--- config.mk ---
export PLATFORM = sky130hd
export DESIGN_NAME = uart_rx_buffer
export DESIGN_NICKNAME = d
export VERILOG_FILES = /design/src/rtl/uart_pkg.sv /design/src/rtl/uart_rx_buffer_mem.sv /design/src/rtl/uart_rx_buffer.sv
export SDC_FILE = /design/constraint.sdc
export NUM_CORES = 1
export LEC_CHECK = 0
export ABC_AREA = 1
export CORE_ASPECT_RATIO = 1.25
export CORE_MARGIN = 4
export CORE_UTILIZATION = 50
export CTS_CLUSTER_DIAMETER = 100
export DETAILED_ROUTE_END_ITERATION = 10
export PLACE_DENSITY = 0.71
export SLEW_MARGIN = 40
export SYNTH_ARGS = -nofsm -noshare
export SYNTH_HDL_FRONTEND = slang
export SYNTH_HIERARCHICAL = 1
export SYNTH_SLANG_ARGS = --single-unit
export TNS_END_PERCENT = 1
--- constraint.sdc ---
create_clock -name clk -period 2.75 [get_ports clk]
set_input_delay 0.275 -clock clk [delete_from_list [all_inputs] [get_ports clk]]
set_output_delay 0.275 -clock clk [all_outputs]
set_load 0.03 [all_outputs]
--- src/rtl/uart_pkg.sv ---
// Shared UART definitions: line error codes and the packed layout of a
// received entry (byte in [9:2], error code in [1:0]).
package uart_pkg;

  localparam logic [1:0] ERR_NONE    = 2'b00;
  localparam logic [1:0] ERR_PARITY  = 2'b01;
  localparam logic [1:0] ERR_FRAMING = 2'b10;
  localparam logic [1:0] ERR_BREAK   = 2'b11;

  localparam int ENTRY_W = 10;

  typedef struct packed {
    logic [7:0] data;
    logic [1:0] err;
  } rx_entry_t;

  function automatic rx_entry_t make_entry(input logic [7:0] data, input logic [1:0] err);
    rx_entry_t e;
    e.data = data;
    e.err  = err;
    return e;
  endfunction

endpackage

--- src/rtl/uart_rx_buffer_mem.sv ---
// DEPTH x ENTRY_W register array: one synchronous write port, one
// asynchronous read port. Cleared on reset so the head reads zero.
module uart_rx_buffer_mem
  import uart_pkg::*;
#(
  parameter int DEPTH = 16,
  parameter int AW    = 4
) (
  input  logic               clk,
  input  logic               rst,
  input  logic               we,
  input  logic [AW-1:0]      waddr,
  input  logic [ENTRY_W-1:0] wdata,
  input  logic [AW-1:0]      raddr,
  output logic [ENTRY_W-1:0] rdata
);

  logic [ENTRY_W-1:0] mem_q [DEPTH];

  genvar gi;
  generate
    for (gi = 0; gi < DEPTH; gi++) begin : g_entry
      always_ff @(posedge clk) begin
        if (rst) begin
          mem_q[gi] <= '0;
        end else if (we && (waddr == AW'(gi))) begin
          mem_q[gi] <= wdata;
        end
      end
    end
  endgenerate

  assign rdata = mem_q[raddr];

endmodule

--- src/rtl/uart_rx_buffer.sv ---
// Elastic FIFO behind the UART receiver: stores bytes and line errors,
// show-ahead output with valid/ready, sticky overflow and saturating drop count.
module uart_rx_buffer
  import uart_pkg::*;
#(
  parameter int DEPTH = 16,
  parameter int AW    = 4
) (
  input  logic          clk,
  input  logic          rst,
  input  logic [7:0]    in_data,
  input  logic          in_valid,
  input  logic [1:0]    in_error,
  input  logic          in_error_valid,
  output logic [7:0]    out_data,
  output logic [1:0]    out_error,
  output logic          out_valid,
  input  logic          out_ready,
  output logic [AW:0]   level,
  output logic          full,
  output logic          overflow,
  output logic [7:0]    ovf_count,
  input  logic          ovf_clr
);

  localparam logic [AW:0]   LEVEL_FULL = (AW + 1)'(DEPTH);
  localparam logic [AW:0]   LEVEL_ONE  = (AW + 1)'(1);
  localparam logic [AW-1:0] PTR_ONE    = AW'(1);

  logic [AW-1:0] wr_ptr_q, wr_ptr_d;
  logic [AW-1:0] rd_ptr_q, rd_ptr_d;
  logic [AW:0]   level_q, level_d;
  logic          full_q, full_d;
  logic          overflow_q, overflow_d;
  logic [7:0]    ovf_count_q, ovf_count_d;

  logic      push_req, push_acc, pop, drop;
  rx_entry_t wr_entry, rd_entry;

  assign push_req = in_valid | in_error_valid;
  // out_valid comes from registered level only, so out_ready never reaches an output
  assign out_valid = (level_q != '0);
  assign pop       = out_valid & out_ready;
  // When full, a same-cycle pop frees the slot the push writes into
  assign push_acc  = push_req & (~full_q | pop);
  assign drop      = push_req & full_q & ~pop;

  assign wr_entry = make_entry(in_valid ? in_data : 8'h00,
                               in_error_valid ? in_error : ERR_NONE);

  always_comb begin
    wr_ptr_d    = wr_ptr_q;
    rd_ptr_d    = rd_ptr_q;
    level_d     = level_q;
    overflow_d  = overflow_q;
    ovf_count_d = ovf_count_q;

    if (push_acc) wr_ptr_d = wr_ptr_q + PTR_ONE;
    if (pop)      rd_ptr_d = rd_ptr_q + PTR_ONE;

    if (push_acc && !pop)      level_d = level_q + LEVEL_ONE;
    else if (!push_acc && pop) level_d = level_q - LEVEL_ONE;

    if (drop) begin
      overflow_d  = 1'b1;
      if (ovf_clr)                  ovf_count_d = 8'd1;
      else if (ovf_count_q != 8'hFF) ovf_count_d = ovf_count_q + 8'd1;
    end else if (ovf_clr) begin
      overflow_d  = 1'b0;
      ovf_count_d = 8'd0;
    end

    full_d = (level_d == LEVEL_FULL);
  end

  always_ff @(posedge clk) begin
    if (rst) begin
      wr_ptr_q    <= '0;
      rd_ptr_q    <= '0;
      level_q     <= '0;
      full_q      <= 1'b0;
      overflow_q  <= 1'b0;
      ovf_count_q <= 8'd0;
    end else begin
      wr_ptr_q    <= wr_ptr_d;
      rd_ptr_q    <= rd_ptr_d;
      level_q     <= level_d;
      full_q      <= full_d;
      overflow_q  <= overflow_d;
      ovf_count_q <= ovf_count_d;
    end
  end

  uart_rx_buffer_mem #(
    .DEPTH (DEPTH),
    .AW    (AW)
  ) u_mem (
    .clk   (clk),
    .rst   (rst),
    .we    (push_acc),
    .waddr (wr_ptr_q),
    .wdata (wr_entry),
    .raddr (rd_ptr_q),
    .rdata (rd_entry)
  );

  assign out_data  = rd_entry.data;
  assign out_error = rd_entry.err;
  assign level     = level_q;
  assign full      = full_q;
  assign overflow  = overflow_q;
  assign ovf_count = ovf_count_q;

endmodule
==> metrics.yaml <==
cts.reportedPaths.clkPinSlew_ns: 0.06
worst_hold_path_type: "reg2reg"
finClkSkew_ns: 0.0110
grt_use_total: 0.228
end_kind: "output port"
finalCoreUtilization: 0.591
placementRows: 55
synth_area_um2: 9340
synth_commonest_cells: "nand2_1, nor2_1, inv_1"
number_of_buffers_inserted_for_hold_repair_after_clock_tree_synthesis: 0
arrival_ns: 2.38
post_drt_via_cell_ratio: 5.28
yosys_register_bits: 183
cts_buffer_depth: 2
mappedNetlistNets: 1126
maxCapViolCount: 0
clock_sinks: 183
core_area_um2: 18200
clk_root_buffer_cell: "clkbuf_16"
routed-via-count: 7332
synth_top_area_cell: "edfxtp_1"
die_area_um2: 20900
r2r_slack_ns: 0.18
critical_path.startpoint_type: "flop"
finalHoldViolations: 0
pwr_density_nw_per_um2: 677
r2r.worst_path.cells: 13
num_io_pins: 42
grt_pass1_wl_um: 36300
drv_slew: 0
worst_skew_pair.late_latency_ns: 0.43
gr-total-overflow: 0
grt_antenna_before_repair: 0
critPathBufInv: 3
cts_tree: "built"
synthFlopType: "edfxtp_1"
first_global_vias: 6905
critical_path_class: "reg2out"
final_min_period_over_clock_period: 0.964
initial_utilization: 0.512
yosys_warnings: 6
fmax_ghz: 0.377
synth.top_cells.by_area: "edfxtp_1, nand2_1, nor2_1, nand3_1, inv_1"
slew_headroom: 0.599
ant_nets: 0
die-width_um: 130
cts-htree-levels: 4
slowest_stage_delay_on_critical_path_ns: 0.67
synth_edf_count: 160
worst_pin_slew_ns: 0.602
whs_endpoint: "overflow"
synth_cell_type_count: 33
power.leakage_nw: 4.71
cp_common_cell: "nand3_1"
place_hpwl_um: 15700
placed_cells_incl_taps: 1358
start_of_the_worst_register_to_register_path: "level[0]"
routed_wire_length_per_instance_um: 16.9
hp_start: "overflow"
status: "finished, final reports clean"
crit_fanout: 80
place.port_buffers: 41
critical-path-top-delay-family: "buffers and inverters"
layout-drive-gt1-share: 0.0966
top_cell_type_s_share_of_synthesized_area: 0.515
whs_ns: 0.473
synth_async_sr_flop_share: 0
final-setup-viol-count: 0
yosysSeqAreaShare: 0.564
firstDrtPassIters: 5
cts_resized: 1
worstPathCellList: "inv_2 -> buf_16 -> nand2_1 -> nand3_1 -> nand3_1 -> nand3_1 -> nand2_1 -> clkdlybuf4s50_1"
synth.most_common_cell: "nand2_1"
grt_start_max_net_pins: 81
syn_inst: 1104
finish.cell_count_without_fillers: 1388
drtIter0Drc: 958
finalNetCount: 1171
critical_path.reg2reg.endpoint: "u_mem/mem_q[0][7]"
final.min_clock_period_ns: 2.65
die_y_um: 161
cts.repair_timing.setup_buffer_count: 0
critical_path_required_ns: 2.48
gp_routability_congestion: 0.853
layout-area-overhead-vs-synth_pct: 15.4
synthesis.area_per_instance_um2: 8.46
num_antenna_cells: 0
maximum_vdd_ir_drop_uv: 386
drt-total-wl_um: 23500
cts_made_buffers: 17
critical-path-slowest-cell: "clkdlybuf4s50_1"
hold_depth: 2
unrepaired_setup_endpoints_after_global_routing: "true"
number_of_remaining_drc_errors: 0
## metal layers
metal	GRT usage	vias up	routed length [um]
met5	0	-	0
met4	0.0870	0	797
met3	0.0469	47	1990
met2	0.366	331	11400
met1	0.304	3386	9260
li1	-	3568	-
## final cells by class
cell class                      instances  area, um^2
Timing Repair Buffer                   74         736
Tap cell                              228         285
Sequential cell                       183        5270
Inverter                              182         696
Multi-Input combinational cell        691        3200
Clock buffer                           20         437
Clock inverter                         10         155
Fill cell                            1558        7460
## per-stage QoR
stage          total power [mW]  cell area, um^2  worst slack [ns]  TNS [ns]
6_report                   7.29            10800            0.0985         0
5_1_grt                    7.60            10800           -0.0613     -1.47
4_1_cts                    7.31            10700            0.0224         0
3_5_place_dp               4.84            10100             0.112         0
3_3_place_gp               4.82            10100             0.191         0
2_1_floorplan              4.31             9340           -0.0878     -6.80
## flip-flops by register name (all words and copies together) (netlist names)
| name | count |
|---|---|
| u_mem/mem_q | 160 |
| ovf_count | 8 |
| level | 5 |
| rd_ptr_q | 4 |
| wr_ptr_q | 4 |
| full | 1 |
| overflow | 1 |
## logic make-up (layout without fill, tap and decap cells)
group	count (synthesis)	in the layout	synth area share
simple gates	646	646	0.309
buf+inv	230	286	0.0961
flops	183	183	0.564
compound gates	35	35	0.0190
fa+ha+maj	6	6	0.00804
xor+xnor	4	4	0.00375
## tightest hold or removal path: cells and delay by family (launching register included)
kind	cells	cell delay (ns)
AO/OA/AOI/OAI	1	0.06
flip-flops	1	0.33
AND/OR/NAND/NOR	1	0.05
## worst max-delay path by stage
stage,start,endpoint,cells after the start
final,rd_ptr_q[0],out_data[2],8
after global routing,level[0],u_mem/mem_q[8][6],13
after detailed placement,level[0],u_mem/mem_q[1][3],13
after CTS,rd_ptr_q[0],out_data[1],9
after floorplan,level[0],u_mem/mem_q[12][0],12
after global placement,level[0],u_mem/mem_q[1][7],13
## cell usage in the layout (no fill, tap or decap), types with 11 or more instances in the layout
cell	n
buf_4	29
clkdlybuf4s50_1	32
nand2_1	284
nor2_1	181
a21oi_1	14
dfxtp_1	22
nand3_1	132
inv_1	173
clkbuf_16	17
edfxtp_1	160
o21ai_0	11
## power by group
| group | internal (mW) | switching, mW | leakage (nW) |
|---|---|---|---|
| registers | 3.16 | 0.0634 | 1.85 |
| logic | 0.509 | 1.07 | 2.58 |
| clock network | 1.50 | 0.987 | 0.287 |
Note: power is estimated with default switching activity, not from simulation.
